$ cat config.mk
export PLATFORM = sky130hd
export DESIGN_NAME = ticket_issue_scheduler
export DESIGN_NICKNAME = d
export VERILOG_FILES = /design/src/rtl/ticket_issue_scheduler.sv
export SDC_FILE = /design/constraint.sdc
export NUM_CORES = 1
export LEC_CHECK = 0
export BUFFER_PORTS_ARGS = -buffer_cell sky130_fd_sc_hd__buf_2
export CAP_MARGIN = 20
export CORE_AREA = 2 2 94 73
export CTS_BUF_LIST = sky130_fd_sc_hd__clkbuf_4 sky130_fd_sc_hd__clkbuf_8 sky130_fd_sc_hd__clkbuf_16
export CTS_CLUSTER_SIZE = 25
export DETAILED_ROUTE_END_ITERATION = 10
export DIE_AREA = 0 0 96 75
export GPL_ROUTABILITY_DRIVEN = 0
export GPL_TIMING_DRIVEN = 0
export PLACE_DENSITY = 0.64
export SLEW_MARGIN = 25
export SYNTH_ARGS = -nofsm -noshare
export SYNTH_HDL_FRONTEND = slang
export SYNTH_SLANG_ARGS = --single-unit
$ cat constraint.sdc
create_clock -name clk_i -period 9.5 [get_ports clk_i]
set_input_delay 2.85 -clock clk_i [delete_from_list [all_inputs] [get_ports clk_i]]
set_output_delay 2.85 -clock clk_i [all_outputs]
set_load 0.05 [all_outputs]
$ cat src/rtl/ticket_issue_scheduler.sv
// ticket_issue_scheduler
//   Shares one ticket printer and three route stock counters between N_KIOSK kiosks.
//   Round-robin picks a requester, CHECK reserves stock, PRINT/WAIT run the printer
//   handshake, a WAIT timeout puts the reserved stock back, RESP acks the winner.
//   An admin restock path can add one ticket to any route in any state.
// Ports
//   clk_i, reset_n_i               clock, synchronous active-low reset
//   req_i/req_route_i/req_qty_i    per-kiosk request level, route (2b each), quantity
//   ack_o, ack_ok_o                one-hot completion pulse and its success flag
//   busy_o                         high whenever not idle
//   prn_valid_o/route_o/qty_o      print command towards the printer
//   prn_ready_i, prn_done_i        printer accept and print-finished pulse
//   restock_i/restock_route_i/admin_ok_i  admin +1 restock
//   stock0_o..stock2_o             live stock per route
//   timeout_err_o                  sticky print-timeout flag
module ticket_issue_scheduler #(
  parameter int unsigned N_KIOSK    = 3,
  parameter int unsigned QTY_W      = 3,
  parameter int unsigned STOCK_W    = 3,
  parameter int unsigned STOCK_INIT = 7,
  parameter int unsigned TIMEOUT    = 64
) (
  input  logic                       clk_i,
  input  logic                       reset_n_i,
  input  logic [N_KIOSK-1:0]         req_i,
  input  logic [2*N_KIOSK-1:0]       req_route_i,
  input  logic [QTY_W*N_KIOSK-1:0]   req_qty_i,
  output logic [N_KIOSK-1:0]         ack_o,
  output logic                       ack_ok_o,
  output logic                       busy_o,
  output logic                       prn_valid_o,
  output logic [1:0]                 prn_route_o,
  output logic [QTY_W-1:0]           prn_qty_o,
  input  logic                       prn_ready_i,
  input  logic                       prn_done_i,
  input  logic                       restock_i,
  input  logic [1:0]                 restock_route_i,
  input  logic                       admin_ok_i,
  output logic [STOCK_W-1:0]         stock0_o,
  output logic [STOCK_W-1:0]         stock1_o,
  output logic [STOCK_W-1:0]         stock2_o,
  output logic                       timeout_err_o
);

  localparam int unsigned IW = (N_KIOSK > 1) ? $clog2(N_KIOSK) : 1;
  localparam int unsigned TW = $clog2(TIMEOUT) + 1;
  // Wide enough for stock + restore + restock without overflow.
  localparam int unsigned CW = ((QTY_W > STOCK_W) ? QTY_W : STOCK_W) + 1;
  localparam logic [CW-1:0] StockMax = CW'(2 ** STOCK_W - 1);

  localparam logic [2:0] StIdle  = 3'd0;
  localparam logic [2:0] StCheck = 3'd1;
  localparam logic [2:0] StPrint = 3'd2;
  localparam logic [2:0] StWait  = 3'd3;
  localparam logic [2:0] StResp  = 3'd4;

  logic [2:0]         state_q, state_d;
  logic [IW-1:0]      win_q, win_d;
  logic [IW-1:0]      rr_q, rr_d;
  logic [1:0]         route_q, route_d;
  logic [QTY_W-1:0]   qty_q, qty_d;
  logic               ok_q, ok_d;
  logic [TW-1:0]      timer_q, timer_d;
  logic               prn_valid_q, prn_valid_d;
  logic [1:0]         prn_route_q, prn_route_d;
  logic [QTY_W-1:0]   prn_qty_q, prn_qty_d;
  logic               timeout_err_q, timeout_err_d;
  logic [STOCK_W-1:0] stock_q [3];
  logic [STOCK_W-1:0] stock_d [3];
  logic [CW-1:0]      stock_sum [3];

  logic               found;
  logic [IW-1:0]      grant_id;
  logic [1:0]         grant_route;
  logic [QTY_W-1:0]   grant_qty;
  logic [STOCK_W-1:0] cur_stock;
  logic               dec_en, inc_en;

  // Round-robin: the second pass (indices >= rr_q) overrides the wrap-around pass.
  always_comb begin
    found       = 1'b0;
    grant_id    = '0;
    grant_route = '0;
    grant_qty   = '0;
    for (int i = N_KIOSK - 1; i >= 0; i--) begin
      if (req_i[i]) begin
        found       = 1'b1;
        grant_id    = IW'(i);
        grant_route = req_route_i[2*i +: 2];
        grant_qty   = req_qty_i[QTY_W*i +: QTY_W];
      end
    end
    for (int i = N_KIOSK - 1; i >= 0; i--) begin
      if (req_i[i] && (i >= int'(rr_q))) begin
        grant_id    = IW'(i);
        grant_route = req_route_i[2*i +: 2];
        grant_qty   = req_qty_i[QTY_W*i +: QTY_W];
      end
    end
  end

  always_comb begin
    case (route_q)
      2'd0:    cur_stock = stock_q[0];
      2'd1:    cur_stock = stock_q[1];
      2'd2:    cur_stock = stock_q[2];
      default: cur_stock = '0;
    endcase
  end

  always_comb begin
    state_d       = state_q;
    win_d         = win_q;
    rr_d          = rr_q;
    route_d       = route_q;
    qty_d         = qty_q;
    ok_d          = ok_q;
    timer_d       = timer_q;
    prn_valid_d   = prn_valid_q;
    prn_route_d   = prn_route_q;
    prn_qty_d     = prn_qty_q;
    timeout_err_d = timeout_err_q;
    dec_en        = 1'b0;
    inc_en        = 1'b0;
    case (state_q)
      StIdle: begin
        if (found) begin
          win_d   = grant_id;
          route_d = grant_route;
          qty_d   = grant_qty;
          rr_d    = (grant_id == IW'(N_KIOSK - 1)) ? '0 : grant_id + 1'b1;
          state_d = StCheck;
        end
      end
      StCheck: begin
        if ((route_q == 2'd3) || (qty_q == '0) || (CW'(cur_stock) < CW'(qty_q))) begin
          ok_d    = 1'b0;
          state_d = StResp;
        end else begin
          dec_en      = 1'b1;
          prn_valid_d = 1'b1;
          prn_route_d = route_q;
          prn_qty_d   = qty_q;
          state_d     = StPrint;
        end
      end
      StPrint: begin
        if (prn_ready_i) begin
          prn_valid_d = 1'b0;
          timer_d     = '0;
          state_d     = StWait;
        end
      end
      StWait: begin
        // A done on the final cycle still counts as success.
        if (prn_done_i) begin
          ok_d    = 1'b1;
          state_d = StResp;
        end else if (timer_q == TW'(TIMEOUT - 1)) begin
          inc_en        = 1'b1;
          timeout_err_d = 1'b1;
          ok_d          = 1'b0;
          state_d       = StResp;
        end else begin
          timer_d = timer_q + 1'b1;
        end
      end
      StResp:  state_d = StIdle;
      default: state_d = StIdle;
    endcase
  end

  // Net stock update: restock, CHECK decrement and timeout restore may coincide.
  // The decrement is only issued when stock >= qty, so the sum cannot go negative.
  always_comb begin
    for (int r = 0; r < 3; r++) begin
      stock_sum[r] = CW'(stock_q[r]);
      if (restock_i && admin_ok_i && (restock_route_i == 2'(r))) begin
        stock_sum[r] = stock_sum[r] + 1'b1;
      end
      if (inc_en && (route_q == 2'(r))) begin
        stock_sum[r] = stock_sum[r] + CW'(qty_q);
      end
      if (dec_en && (route_q == 2'(r))) begin
        stock_sum[r] = stock_sum[r] - CW'(qty_q);
      end
      stock_d[r] = (stock_sum[r] > StockMax) ? StockMax[STOCK_W-1:0]
                                             : stock_sum[r][STOCK_W-1:0];
    end
  end

  always_ff @(posedge clk_i) begin
    if (!reset_n_i) begin
      state_q       <= StIdle;
      win_q         <= '0;
      rr_q          <= '0;
      route_q       <= '0;
      qty_q         <= '0;
      ok_q          <= 1'b0;
      timer_q       <= '0;
      prn_valid_q   <= 1'b0;
      prn_route_q   <= '0;
      prn_qty_q     <= '0;
      timeout_err_q <= 1'b0;
      for (int r = 0; r < 3; r++) stock_q[r] <= STOCK_W'(STOCK_INIT);
    end else begin
      state_q       <= state_d;
      win_q         <= win_d;
      rr_q          <= rr_d;
      route_q       <= route_d;
      qty_q         <= qty_d;
      ok_q          <= ok_d;
      timer_q       <= timer_d;
      prn_valid_q   <= prn_valid_d;
      prn_route_q   <= prn_route_d;
      prn_qty_q     <= prn_qty_d;
      timeout_err_q <= timeout_err_d;
      for (int r = 0; r < 3; r++) stock_q[r] <= stock_d[r];
    end
  end

  always_comb begin
    for (int i = 0; i < N_KIOSK; i++) begin
      ack_o[i] = (state_q == StResp) && (win_q == IW'(i));
    end
  end

  assign ack_ok_o      = (state_q == StResp) && ok_q;
  assign busy_o        = (state_q != StIdle);
  assign prn_valid_o   = prn_valid_q;
  assign prn_route_o   = prn_route_q;
  assign prn_qty_o     = prn_qty_q;
  assign stock0_o      = stock_q[0];
  assign stock1_o      = stock_q[1];
  assign stock2_o      = stock_q[2];
  assign timeout_err_o = timeout_err_q;

endmodule
==> impl_summary.md, run 1 <==
Outcome
The flow ran to the end, and the final reports show no timing, DRC or antenna violations.

Die
The effective utilization at floorplan is 0.4410. For this design the top-level I/O count stands at 47. In this run the core area contains 25 standard-cell rows. The overall die area is 0.007200 mm^2. The die outline width is 96 um. In this run the standard cell core region covers approximately 0.0062 mm^2. The die is 75 um tall.

Synthesis
The post-synthesis compound-gate area fraction is 0.1395. Of the total synthesized cell area, the portion taken by AND, OR, NAND and NOR gates is 0.2315. The most frequently used cell type in the post-synthesis netlist is dfxtp_1.

The warning count from the yosys run is 0. The main combinational cell family by area after synthesis is simple AND/OR/NAND/NOR gates. Synthesis handed over a netlist of 306 instances.

Summing every instance area after synthesis gives 0.002745 mm^2. The proportion of synthesized chip area in sequential cells is 0.2625. Counting flops with an async set or reset pin after synthesis yields a share of 0.

The top cell type by total area after synthesis is dfxtp_1. By area the synthesized netlist is led by dfxtp_1, ha_1, mux2i_1. By count the netlist is led by dfxtp_1, ha_1, nor2b_1. The adder-cell share of the synthesized area is 0.1531. The flip-flop cell with the highest count after synthesis is dfxtp_1. The number of unique standard cell types used by synthesis is 56. Yosys mapped a number of flops with a built-in enable equal to 0. The portion of synthesized area spent on multiplexers is 0.09572.

When the netlist entered floorplanning its net count stood at 362. The average instance area after synthesis is about 9 um^2. The fraction of synthesized cell area taken by the top area cell type is 0.2625. The total of flip-flops plus latches after synthesis is 36. The xor/xnor cell area share of the yosys netlist is 0.07338.

Setup path
The slowest stage of the critical path is the fa_1 cell. The type of the worst setup path is in -> reg. The nature of the critical path startpoint is an input port. The dominant delay contributor by cell family on the critical path is adder cells.

The required time of the worst setup path is 9.65 ns. STA classifies the critical path endpoint as a register. In this run the worst path has a maximum fanout of 4. The critical path contains buffers and inverters numbering 3 combined. The signal on the critical path passes through buf_2 -> nand4b_1 -> xnor2_1 -> ha_1 -> inv_1 -> fa_1 -> nand2_1 -> o21ai_1 -> inv_1 -> ha_1 -> nor2b_1 -> o21ai_0 -> nor4b_4 -> xnor2_1 -> nand3_1. For the worst setup path, the data arrival time is 5.72 ns. On the worst path, the slowest cell contributes a delay of 0.47 ns.

Cells and area
After routing the design area is 0.003188 mm^2. The multi-input combinational cells in the finished layout cover a total of 0.001903 mm^2. The relative area change from synthesis to final layout is 16.13%. The count of nets after finishing is 415. Fill cells in the final layout number 626. The fraction of layout instances using a drive strength above 1 is 0.2056. The number of antenna diodes in the final layout is 0. The area taken by flip-flops and latches is 720.7 um^2.

Timing
For the final routed database, the setup TNS stands at 0 ns. The clock tree skew after final layout is around 0.0064 ns. Derived from the worst setup path, the maximum achievable clock frequency is around 180 MHz. The tightest hold margin is between 0.4 and 0.5 ns.

The final period utilization is 0.5864. Setup repair after global routing left no endpoint under its margin. Setup violations remaining at the end of the flow were counted as 0. The minimum period implied by the final worst setup slack is 5.570 ns. The final max-slew violation count is 0. The final hold violation count is 0.

The headroom to the max-slew limit is 0.6071. For the pin with the worst max-slew slack, the measured transition is 0.5855 ns. Once routing completed, OpenROAD measured the worst setup slack at just under 4 ns.

Run
The tool flagged a number of max-cap violations equal to 0.

Placed design
The placed instances occupy a cell area of 0.003077 mm^2. During placement, the flow inserted port buffers numbering 46. After legalization and detailed placement, the total HPWL measured 4.819 mm. The worst slack after detailed placement is approximately 3.7 ns.

Routing
The routed wire length is 6.206 mm. The iteration count of the initial detailed-routing pass is 4. The DRC violation total after the first TritonRoute iteration is 71.

The post-detailed-route count of antenna-violating nets is 0. Dividing the detail-routed wire length by the instance count gives 14.07 um. The overall via count from detail_route is 2368. The post-route DRC violation count is 0. Dividing the detail-routed via count by the number of cells gives 5.370.

Clocking
The root buffer cell chosen for the clock tree is clkbuf_8. TritonCTS built the clock tree. The number of clock buffers inserted by TritonCTS is 5. In this run the number of H-tree levels came out at 2. Post-CTS timing repair inserted 0 buffers for setup. The clock slew at the register clock pins of the worst setup and hold paths is 0.07 ns. The post-cts resize count is 0. For this design, the CTS-stage hold fixing added 0 buffers. The clock latency on the worst-skew pair is 0.29 ns. No sink is reached through more buffers than the 2 on the longest clock path.

The clock sink count is 36.

Pwr
Summed over all cells, the static leakage comes to approximately 0.0014 uW. The sum of internal, switching and leakage power is 784.2 uW. The power density of the placed cells is 246.0 mW/mm^2. The maximum VDD drop is 0.00009429 V.

GRT
The number of global-route vias before repair is approximately 2200. The global routing usage summed across all routing layers is 0.1857. The first global-routing pass estimated 10.29 mm of wire. Entering global routing, the biggest net connects 12 pins. The number of antenna violations at the first check in global routing is 0.

After global routing the overflow that remains totals 0.

Hold path
In this run the worst hold path is classified as reg -> reg.
-- per-layer routing --
metal	track usage	vias to the layer above	share of wire
met3	0.03203	10	0.053
met1	0.2625	1100	0.48
met4	0.07778	0	0.020
met2	0.2816	58	0.44
met5	0	-	0
li1	-	1200	-
-- layout by cell type (no fill, tap or decap), types with 5 or more instances in the layout --
cell type	Yosys	final
buf_2	4	50
dfxtp_1	36	36
ha_1	24	24
nor2b_1	18	18
nand2_1	17	17
inv_1	16	16
xnor2_1	16	16
mux2i_1	15	15
nor2_1	15	15
a21oi_1	13	13
o21ai_0	12	12
nand3_1	12	12
xor2_1	7	7
mux2_1	7	7
o21ai_1	7	7
nand2b_1	7	7
nor3_1	6	6
fa_1	6	6
clkbuf_1	5	5
a222oi_1	5	5
nand4_1	5	5
clkbuf_8	0	5
-- sequential cells by signal (all words and copies together) (netlist names) --
register       cells
ok_q               1
prn_qty_o          3
prn_route_o        2
prn_valid_o        1
qty_q              3
route_q            2
rr_q               2
state_q            3
stock_q            9
timeout_err_o      1
timer_q            7
win_q              2
-- kinds of logic after synthesis --
logic type	after synthesis
muxes	25
and+or+nand+nor	107
buffers and inverters	29
adders and majority gates	30
DFF	36
AOI/OAI and AO/OA	56
xor gates and xnor gates	23
-- through the flow --
stage,util,instances
2_1_floorplan,-,306
3_3_place_gp,0.4943,433
3_5_place_dp,0.4943,433
4_1_cts,0.5122,441
5_1_grt,0.5122,441
6_report,0.5122,441
-- final timing paths --
check	from	endpoint	slack (ns)	cells after the start
setup reg to reg	qty_q[1]$_SDFFE_PN0P_	stock_q[0][6]$_SDFF_PN1_	6.21	11
setup / recovery	restock_route_i[0]	stock_q[0][6]$_SDFF_PN1_	3.93	15
hold reg to reg	timer_q[6]$_SDFFE_PN0P_	timer_q[6]$_SDFFE_PN0P_	0.43	2
hold / removal	timer_q[6]$_SDFFE_PN0P_	timer_q[6]$_SDFFE_PN0P_	0.43	2
-- area by class of cell --
| class | instances | area share |
|---|---|---|
| Buffer | 11 | 0.01688 |
| Tap cell | 81 | 0.03179 |
| Inverter | 18 | 0.02119 |
| Clock buffer | 6 | 0.02394 |
| Sequential cell | 36 | 0.2261 |
| Timing Repair Buffer | 46 | 0.07221 |
| Clock inverter | 2 | 0.01099 |
| Multi-Input combinational cell | 241 | 0.5969 |
-- worst min-delay path: cells and delay by family, from the launching register on --
family                 cells  cell delay, ns
buffers and inverters      1            0.05
DFF                        1            0.31
AOI/OAI and AO/OA          1            0.03
-- power breakdown --
part	leakage, uW	switching, uW	internal (uW)
registers	0.000293	44.9	181
clock network	0.0000586	55.1	80.7
logic	0.00100	257	166
total	0.00136	357	428
Note: power is estimated with default switching activity, not from simulation.
==> run 2: changes to the inputs <==
--- a/config.mk
+++ b/config.mk
@@ -14,7 +14,7 @@
 export DIE_AREA = 0 0 96 75
 export GPL_ROUTABILITY_DRIVEN = 0
 export GPL_TIMING_DRIVEN = 0
-export PLACE_DENSITY = 0.64
+export PLACE_DENSITY = 0.66
 export SLEW_MARGIN = 25
 export SYNTH_ARGS = -nofsm -noshare
 export SYNTH_HDL_FRONTEND = slang
==> constraint.sdc (replaced) <==
create_clock -name clk_i -period 4.62 [get_ports clk_i]
set_input_delay 1.386 -clock clk_i [delete_from_list [all_inputs] [get_ports clk_i]]
set_output_delay 1.386 -clock clk_i [all_outputs]
set_load 0.05 [all_outputs]
==> run 2 against run 1 <==
  * Die area did not move
  * Clock power increased by 80%
  * Non-clock buffer count unchanged
  * Via count grew 0.30%
  * First-iteration DRC count increased by 96%
  * Count of clock-buffer cells in the layout increased by 2
  * Sequential share of layout area increased by 0.098 points
  * Final area is 0.43% lower
  * Largest cell class unchanged
  * Combinational power grew 110%
  * Core utilization decreased by 0.22 points
  * Power grew 100%
==> impl_summary.md, run 2 (synthesis results as in run 1) <==
Die
The effective utilization at floorplan is 0.4410 (unchanged). The overall die area is 0.007200 mm^2 (unchanged). The chip height is 75 um (unchanged). The boundary pin count is 47 (unchanged). The die outline width was 96 um (unchanged). The floorplan row count was 25 (unchanged).

The placeable core area is 0.006225 mm^2 (unchanged).

Timing
The slew of the pin with the lowest slew margin was 0.5845 ns (-0.0009745 ns). The worst path needs between 4 and 5 ns of the cycle, external delays included. Setup repair after global routing left no endpoint under its margin. The clock tree skew after final layout was 0.006660 ns (+0.0002353 ns). The final hold violation count is 0 (unchanged).

The headroom to the max-slew limit is 0.6098 (+0.002735). The final max-slew violation count is 0 (unchanged). The final setup violation count is 0 (unchanged).

The final total negative setup slack is 0 ns (unchanged). The highest achievable clock rate is between 200 and 250 MHz. Of the available clock period, the critical path in the final layout requires 0.8997.

Clocking
The number of clock buffers inserted by TritonCTS is 5 (unchanged). The total setup buffers inserted after CTS is 0 (unchanged). The clock slew at the register clock pins of the worst setup and hold paths is 0.07 ns (about the same).

The post-cts resize count came to 0 (unchanged). The cell sitting at the root of the clock tree is a clkbuf_8. The clock latency on the worst-skew pair came to 0.28 ns (about the same). The TritonCTS clock tree is done. The clock sink count was 36 (unchanged). The maximum clock insertion buffer count was 2 (unchanged). The number of buffers inserted for hold repair after clock tree synthesis was 0 (unchanged).

The CTS H-tree depth is 2 (unchanged).

GRT
The global routing usage summed across all routing layers is 0.1859 (about the same). The maximum number of pins on one net before global-route repair came to 12 (unchanged). The first-pass GRT wire length is 10.41 mm (+1.1%). The number of antenna violations at the first check in global routing was 0 (unchanged). The number of global-route vias before repair is 2234 (+2.7%). The remaining global-route overflow was 0 (unchanged).

Setup path
The nature of the critical path startpoint is an input port. The required time of the worst setup path is 4.76 ns (-4.89 ns). The data arrival time of the worst path is 4.30 ns (-1.42 ns). The maximum fanout encountered on the critical timing path came to 4 (unchanged).

The critical path is of the in -> reg type. STA classifies the critical path endpoint as a register.

Placed design
The final HPWL from detailed placement was 4.764 mm (-1.1%). The cell area after placement came to 0.003077 mm^2 (unchanged). The count of buffers from port buffering is 46 (unchanged).

Cells and area
The cell area after layout was 0.003174 mm^2 (-0.43%). The count of antenna diodes in the layout is 0 (unchanged). The fraction of layout instances using a drive strength above 1 is 0.2056 (unchanged). The largest registers in the layout are stock_q: 9 flops, timer_q: 7 flops.

The number of flip-flops under the largest register name is 9 (unchanged). The library cells used most frequently in the layout, excluding fill and tap cells, are buf_2, dfxtp_1, ha_1. The count of nets after finishing is 415 (unchanged). The most frequent standard cell in the layout excluding fill and tap cells is buf_2.

Ranked by flip-flop count, first place goes to stock_q. Compared with the post-synthesis result, the final layout area differs by 15.63%.

Routing
The DRC violation total after the first TritonRoute iteration came to 139 (+96%). The routed wire length is 6.148 mm (-0.93%). The iteration count of the initial detailed-routing pass is 4 (unchanged). The detail-routed via count per cell came to 5.385 (+0.30%). The post-detailed-route count of antenna-violating nets came to 0 (unchanged). The average wire per standard cell came to 13.94 um (-0.93%).

The post-route DRC violation count was 0 (unchanged). The overall via count from detail_route is 2375 (+0.30%).

Pwr
The maximum VDD drop is 0.0002041 V (+120%). The power density of the placed cells is 496.7 mW/mm^2 (+100%). The leakage component of the power is 0.001350 uW (-0.46%).

Hold path
In this run the worst hold path is classified as reg -> reg.

Outcome
The flow ran to the end, and the final reports show no timing, DRC or antenna violations.

Run
The max capacitance violation total was 0 (unchanged).
==> run 2: cell count changes in the layout (fill, tap and decap cells not counted) <==
| cell | delta |
|---|---|
| bufinv_16 | -1 |
| clkbuf_4 | +1 |
| clkinv_2 | -1 |
| clkbuf_8 | +1 |
==> run 2: path summary, 6_finish.rpt <==
| path | start | to | slack, ns | depth (start not counted) |
|---|---|---|---|---|
| setup / recovery | restock_route_i[0] | stock_q[0][2]$_SDFF_PN1_ | 0.46 | 14 |
| hold / removal | timer_q[6]$_SDFFE_PN0P_ | timer_q[6]$_SDFFE_PN0P_ | 0.45 | 2 |
| setup reg to reg | qty_q[1]$_SDFFE_PN0P_ | stock_q[0][8]$_SDFF_PN1_ | 1.34 | 11 |
| hold reg to reg | timer_q[6]$_SDFFE_PN0P_ | timer_q[6]$_SDFFE_PN0P_ | 0.45 | 2 |
==> run 2: layout make-up <==
cell class                 count  area [um^2]
fill                         610         3050
timing repair buffer          46        230.2
buffer                        11        53.80
tap                           81        101.3
inverter                      18        67.56
clock buffer                   8        97.59
sequential                    36        720.7
multi-input combinational    241         1903
==> run 2: power by group <==
| part | switching (uW) | internal, uW | leakage, uW |
|---|---|---|---|
| logic | 527 | 341 | 0.00100 |
| clock network | 111 | 133 | 0.0000523 |
| registers | 92.1 | 372 | 0.000293 |
| total | 730 | 846 | 0.00135 |
==> run 2: critical path: stages <==
cell and delay [ns]:
buf_2 0.11, and4bb_2 0.37, xor2_1 0.24, ha_1 0.21
inv_1 0.06, fa_1 0.42, mux2_2 0.31, inv_1 0.07
ha_1 0.21, nor2b_1 0.13, o21ai_0 0.18, nand4_1 0.14
xnor2_1 0.32, nand3_1 0.12
==> run 2: through the flow <==
stage	total power, uW	utilization	hold WS (ns)	cells	worst slack, ns
floorplan	1139	-	0.4087	306	0.7191
global placement	1308	0.4943	0.4181	433	0.2665
detailed placement	1336	0.4943	0.4209	433	0.2362
CTS	1585	0.5100	0.4495	441	0.5093
global route	1720	0.5100	0.4764	441	0.1958
finish	1577	0.5100	0.4484	441	0.4634
==> run 2: metal layers <==
layer | GRT usage | vias up | part of all wire
met4 | 0.04603 | 0 | 0.0023
met3 | 0.03904 | 2 | 0.044
met5 | 0 | - | 0
li1 | - | 1198 | -
met2 | 0.2948 | 63 | 0.45
met1 | 0.2605 | 1112 | 0.50
==> run 3: changes to the inputs <==
--- a/config.mk
+++ b/config.mk
@@ -5,6 +5,7 @@
 export SDC_FILE = /design/constraint.sdc
 export NUM_CORES = 1
 export LEC_CHECK = 0
+export ABC_CLOCK_PERIOD_IN_PS = 4620
 export BUFFER_PORTS_ARGS = -buffer_cell sky130_fd_sc_hd__buf_2
 export CAP_MARGIN = 20
 export CORE_AREA = 2 2 94 73
@@ -14,7 +15,7 @@
 export DIE_AREA = 0 0 96 75
 export GPL_ROUTABILITY_DRIVEN = 0
 export GPL_TIMING_DRIVEN = 0
-export PLACE_DENSITY = 0.66
+export PLACE_DENSITY = 0.73
 export SLEW_MARGIN = 25
 export SYNTH_ARGS = -nofsm -noshare
 export SYNTH_HDL_FRONTEND = slang
==> run 3 against run 2 <==
  * Combinational power up 0.5%
  * Power up 0.37%
  * Core utilization unchanged
  * Sequential power about the same
  * Register-to-register slack about the same
  * Count of clock-buffer cells in the layout down 1
  * Cell count unchanged
  * Worst hold slack worse by 0.011 ns
==> impl_summary.md, run 3 (synthesis results as in run 1) <==
Outcome
The run finished with clean final reports.

Cells and area
The number of flip-flops under the largest register name came to 9 (unchanged). The count of nets after finishing is 415 (unchanged). Leaving out fill and tap cells, the most frequent cells in the layout are buf_2, dfxtp_1, ha_1.

The count of antenna diodes in the layout is 0 (unchanged). The fraction of layout instances using a drive strength above 1 is 0.2056 (unchanged). The core utilization of the finished layout was 0.5100 (unchanged).

In the final layout, the registers with the most flip-flops are stock_q: 9 flops, timer_q: 7 flops. The total of fill cells in the finished design is 601 (-1.5%). The library cell used most frequently in the layout, excluding fill and tap cells, is buf_2. The area taken by flip-flops and latches came to 720.7 um^2 (unchanged).

The area occupied by multi-input gates was 0.001903 mm^2 (unchanged). The relative area change from synthesis to final layout came to 15.63% (unchanged). The top register by number of flip-flops is stock_q.

Timing
The setup slack of the critical path after layout was 0.4777 ns (+0.01430 ns). The final total negative setup slack is 0 ns (unchanged). The clock tree skew after final layout was 0.008810 ns (+0.002150 ns).

The headroom to the max-slew limit came to 0.6177 (+0.007956). The final max-slew violation count is 0 (unchanged). The minimum period implied by the final worst setup slack was 4.142 ns (-0.01430 ns). The slew of the pin with the lowest slew margin was 0.5726 ns (-0.01192 ns). The highest achievable clock rate came to 241.4 MHz (+0.34%). The final hold violation count is 0 (unchanged). The final period utilization came to 0.8966 (-0.003096). The final setup violation count was 0 (unchanged).

Setup repair after global routing left no endpoint under its margin. The tightest hold margin is 0.4372 ns (-0.01122 ns).

Setup path
The maximum fanout encountered on the critical timing path is 4 (unchanged). The element type at the critical path end is a register. The data arrival time of the worst path came to 4.29 ns (about the same). The required time of the worst setup path is 4.77 ns (about the same). The worst setup path is launched from an input port. The type of the worst setup path is in -> reg.

Clocking
The root buffer cell chosen for the clock tree is clkbuf_8. The clock latency on the worst-skew pair is 0.29 ns (about the same). The CTS H-tree depth is 2 (unchanged). The clock sink count was 36 (unchanged). TritonCTS built the clock tree. The maximum clock insertion buffer count is 2 (unchanged). The post-cts resize count is 0 (unchanged). The number of buffers inserted for hold repair after clock tree synthesis is 0 (unchanged). The clock slew at the register clock pins of the worst setup and hold paths is 0.07 ns (about the same). The number of clock buffers inserted by TritonCTS came to 5 (unchanged). The total setup buffers inserted after CTS is 0 (unchanged).

Routing
The routed wire length came to 6.378 mm (+3.7%). The overall via count from detail_route is 2348 (-1.1%). The DRC violation total after the first TritonRoute iteration was 93 (-33%). The average wire per standard cell was 14.46 um (+3.7%).

The post-route DRC violation count came to 0 (unchanged). The post-detailed-route count of antenna-violating nets is 0 (unchanged). The iteration count of the initial detailed-routing pass is 5 (+1). The detail-routed via count per cell came to 5.324 (-1.1%).

Die
The placeable core area came to 0.006225 mm^2 (unchanged). The boundary pin count was 47 (unchanged). The floorplan row count is 25 (unchanged). The effective utilization at floorplan is 0.4410 (unchanged).

The overall die area is 0.007200 mm^2 (unchanged). The chip height is 75 um (unchanged). The die outline width is 96 um (unchanged).

GRT
The number of antenna violations at the first check in global routing is 0 (unchanged). The remaining global-route overflow was 0 (unchanged). The number of global-route vias before repair came to 2158 (-3.4%).

The global routing usage summed across all routing layers is 0.1841 (-0.001715). The maximum number of pins on one net before global-route repair was 12 (unchanged). The first-pass GRT wire length is 10.16 mm (-2.4%).

Pwr
The power density of the placed cells is 498.5 mW/mm^2 (+0.37%). The internal portion of total power is 840.5 uW (-0.70%). The reported net switching power came to 742.1 uW (+1.6%). The proportion of power drawn by the clock network is 0.155 (about the same). The leakage component of the power is 0.001346 uW (-0.33%). The proportion of power drawn by flip-flops and latches is 0.294 (about the same). The combinational share of power is 0.551 (about the same). The sum of internal, switching and leakage power is 1583 uW (+0.37%).

The fraction of power spent switching nets is 0.4689 (+0.005692). The maximum VDD drop was 0.0001790 V (-12%).

Placed design
The worst slack after detailed placement is 0.2058 ns (-0.03044 ns). The final HPWL from detailed placement was 4.965 mm (+4.2%). The count of buffers from port buffering came to 46 (unchanged).

Hold path
The class of the tightest hold or removal check is reg -> reg.

Run
The max capacitance violation total is 0 (unchanged).
[run 3: cell count changes in the layout (fill, tap and decap cells not counted)]
cell,change
clkinvlp_4,+1
clkbuf_4,-1
[run 3: cell type report]
cell class	count	share of cell area
plain buffers	11	0.01695
clock inverters	1	0.002365
flip-flops and latches	36	0.2270
multi-input cells	241	0.5995
clock buffers	7	0.02838
repair buffers	46	0.07253
inverters	18	0.02129
well taps	81	0.03193
[run 3: path summary, 6_finish.rpt]
kind                            from                       end  slack (ns)  cells after the start
max               restock_route_i[0]  stock_q[0][2]$_SDFF_PN1_        0.48                     14
min          timer_q[6]$_SDFFE_PN0P_   timer_q[6]$_SDFFE_PN0P_        0.44                      2
max reg2reg    qty_q[1]$_SDFFE_PN0P_  stock_q[0][2]$_SDFF_PN1_        1.33                     10
min reg2reg  timer_q[6]$_SDFFE_PN0P_   timer_q[6]$_SDFFE_PN0P_        0.44                      2
[run 3: critical path: stages]
cell and delay (ns):
buf_2 0.11, and4bb_2 0.37, xor2_1 0.22, ha_1 0.20, inv_1 0.06, fa_1 0.44
mux2_2 0.32, inv_1 0.07, ha_1 0.21, nor2b_1 0.13, o21ai_0 0.22, nand4_1 0.14
xnor2_1 0.30, nand3_1 0.12
[run 3: routing by layer]
layer,track usage,vias to the layer above,wire (um)
met5,0,-,0
met4,0.04286,0,45
met3,0.04104,5,331
met2,0.2901,43,2816
met1,0.2588,1106,3184
li1,-,1194,-
[run 3: power groups by stage]
stage	Clock [uW]	Combinational (uW)	Sequential, uW
2_1_floorplan	0	624	514
3_3_place_gp	0	837	469
3_5_place_dp	0	872	471
4_1_cts	248	875	464
5_1_grt	263	979	476
6_report	245	872	465
[run 3: stage by stage]
step	std cells	cell area, um^2
after floorplan	306	2745
after global placement	433	3077
after detailed placement	433	3077
after CTS	441	3174
after global routing	441	3174
final	441	3174
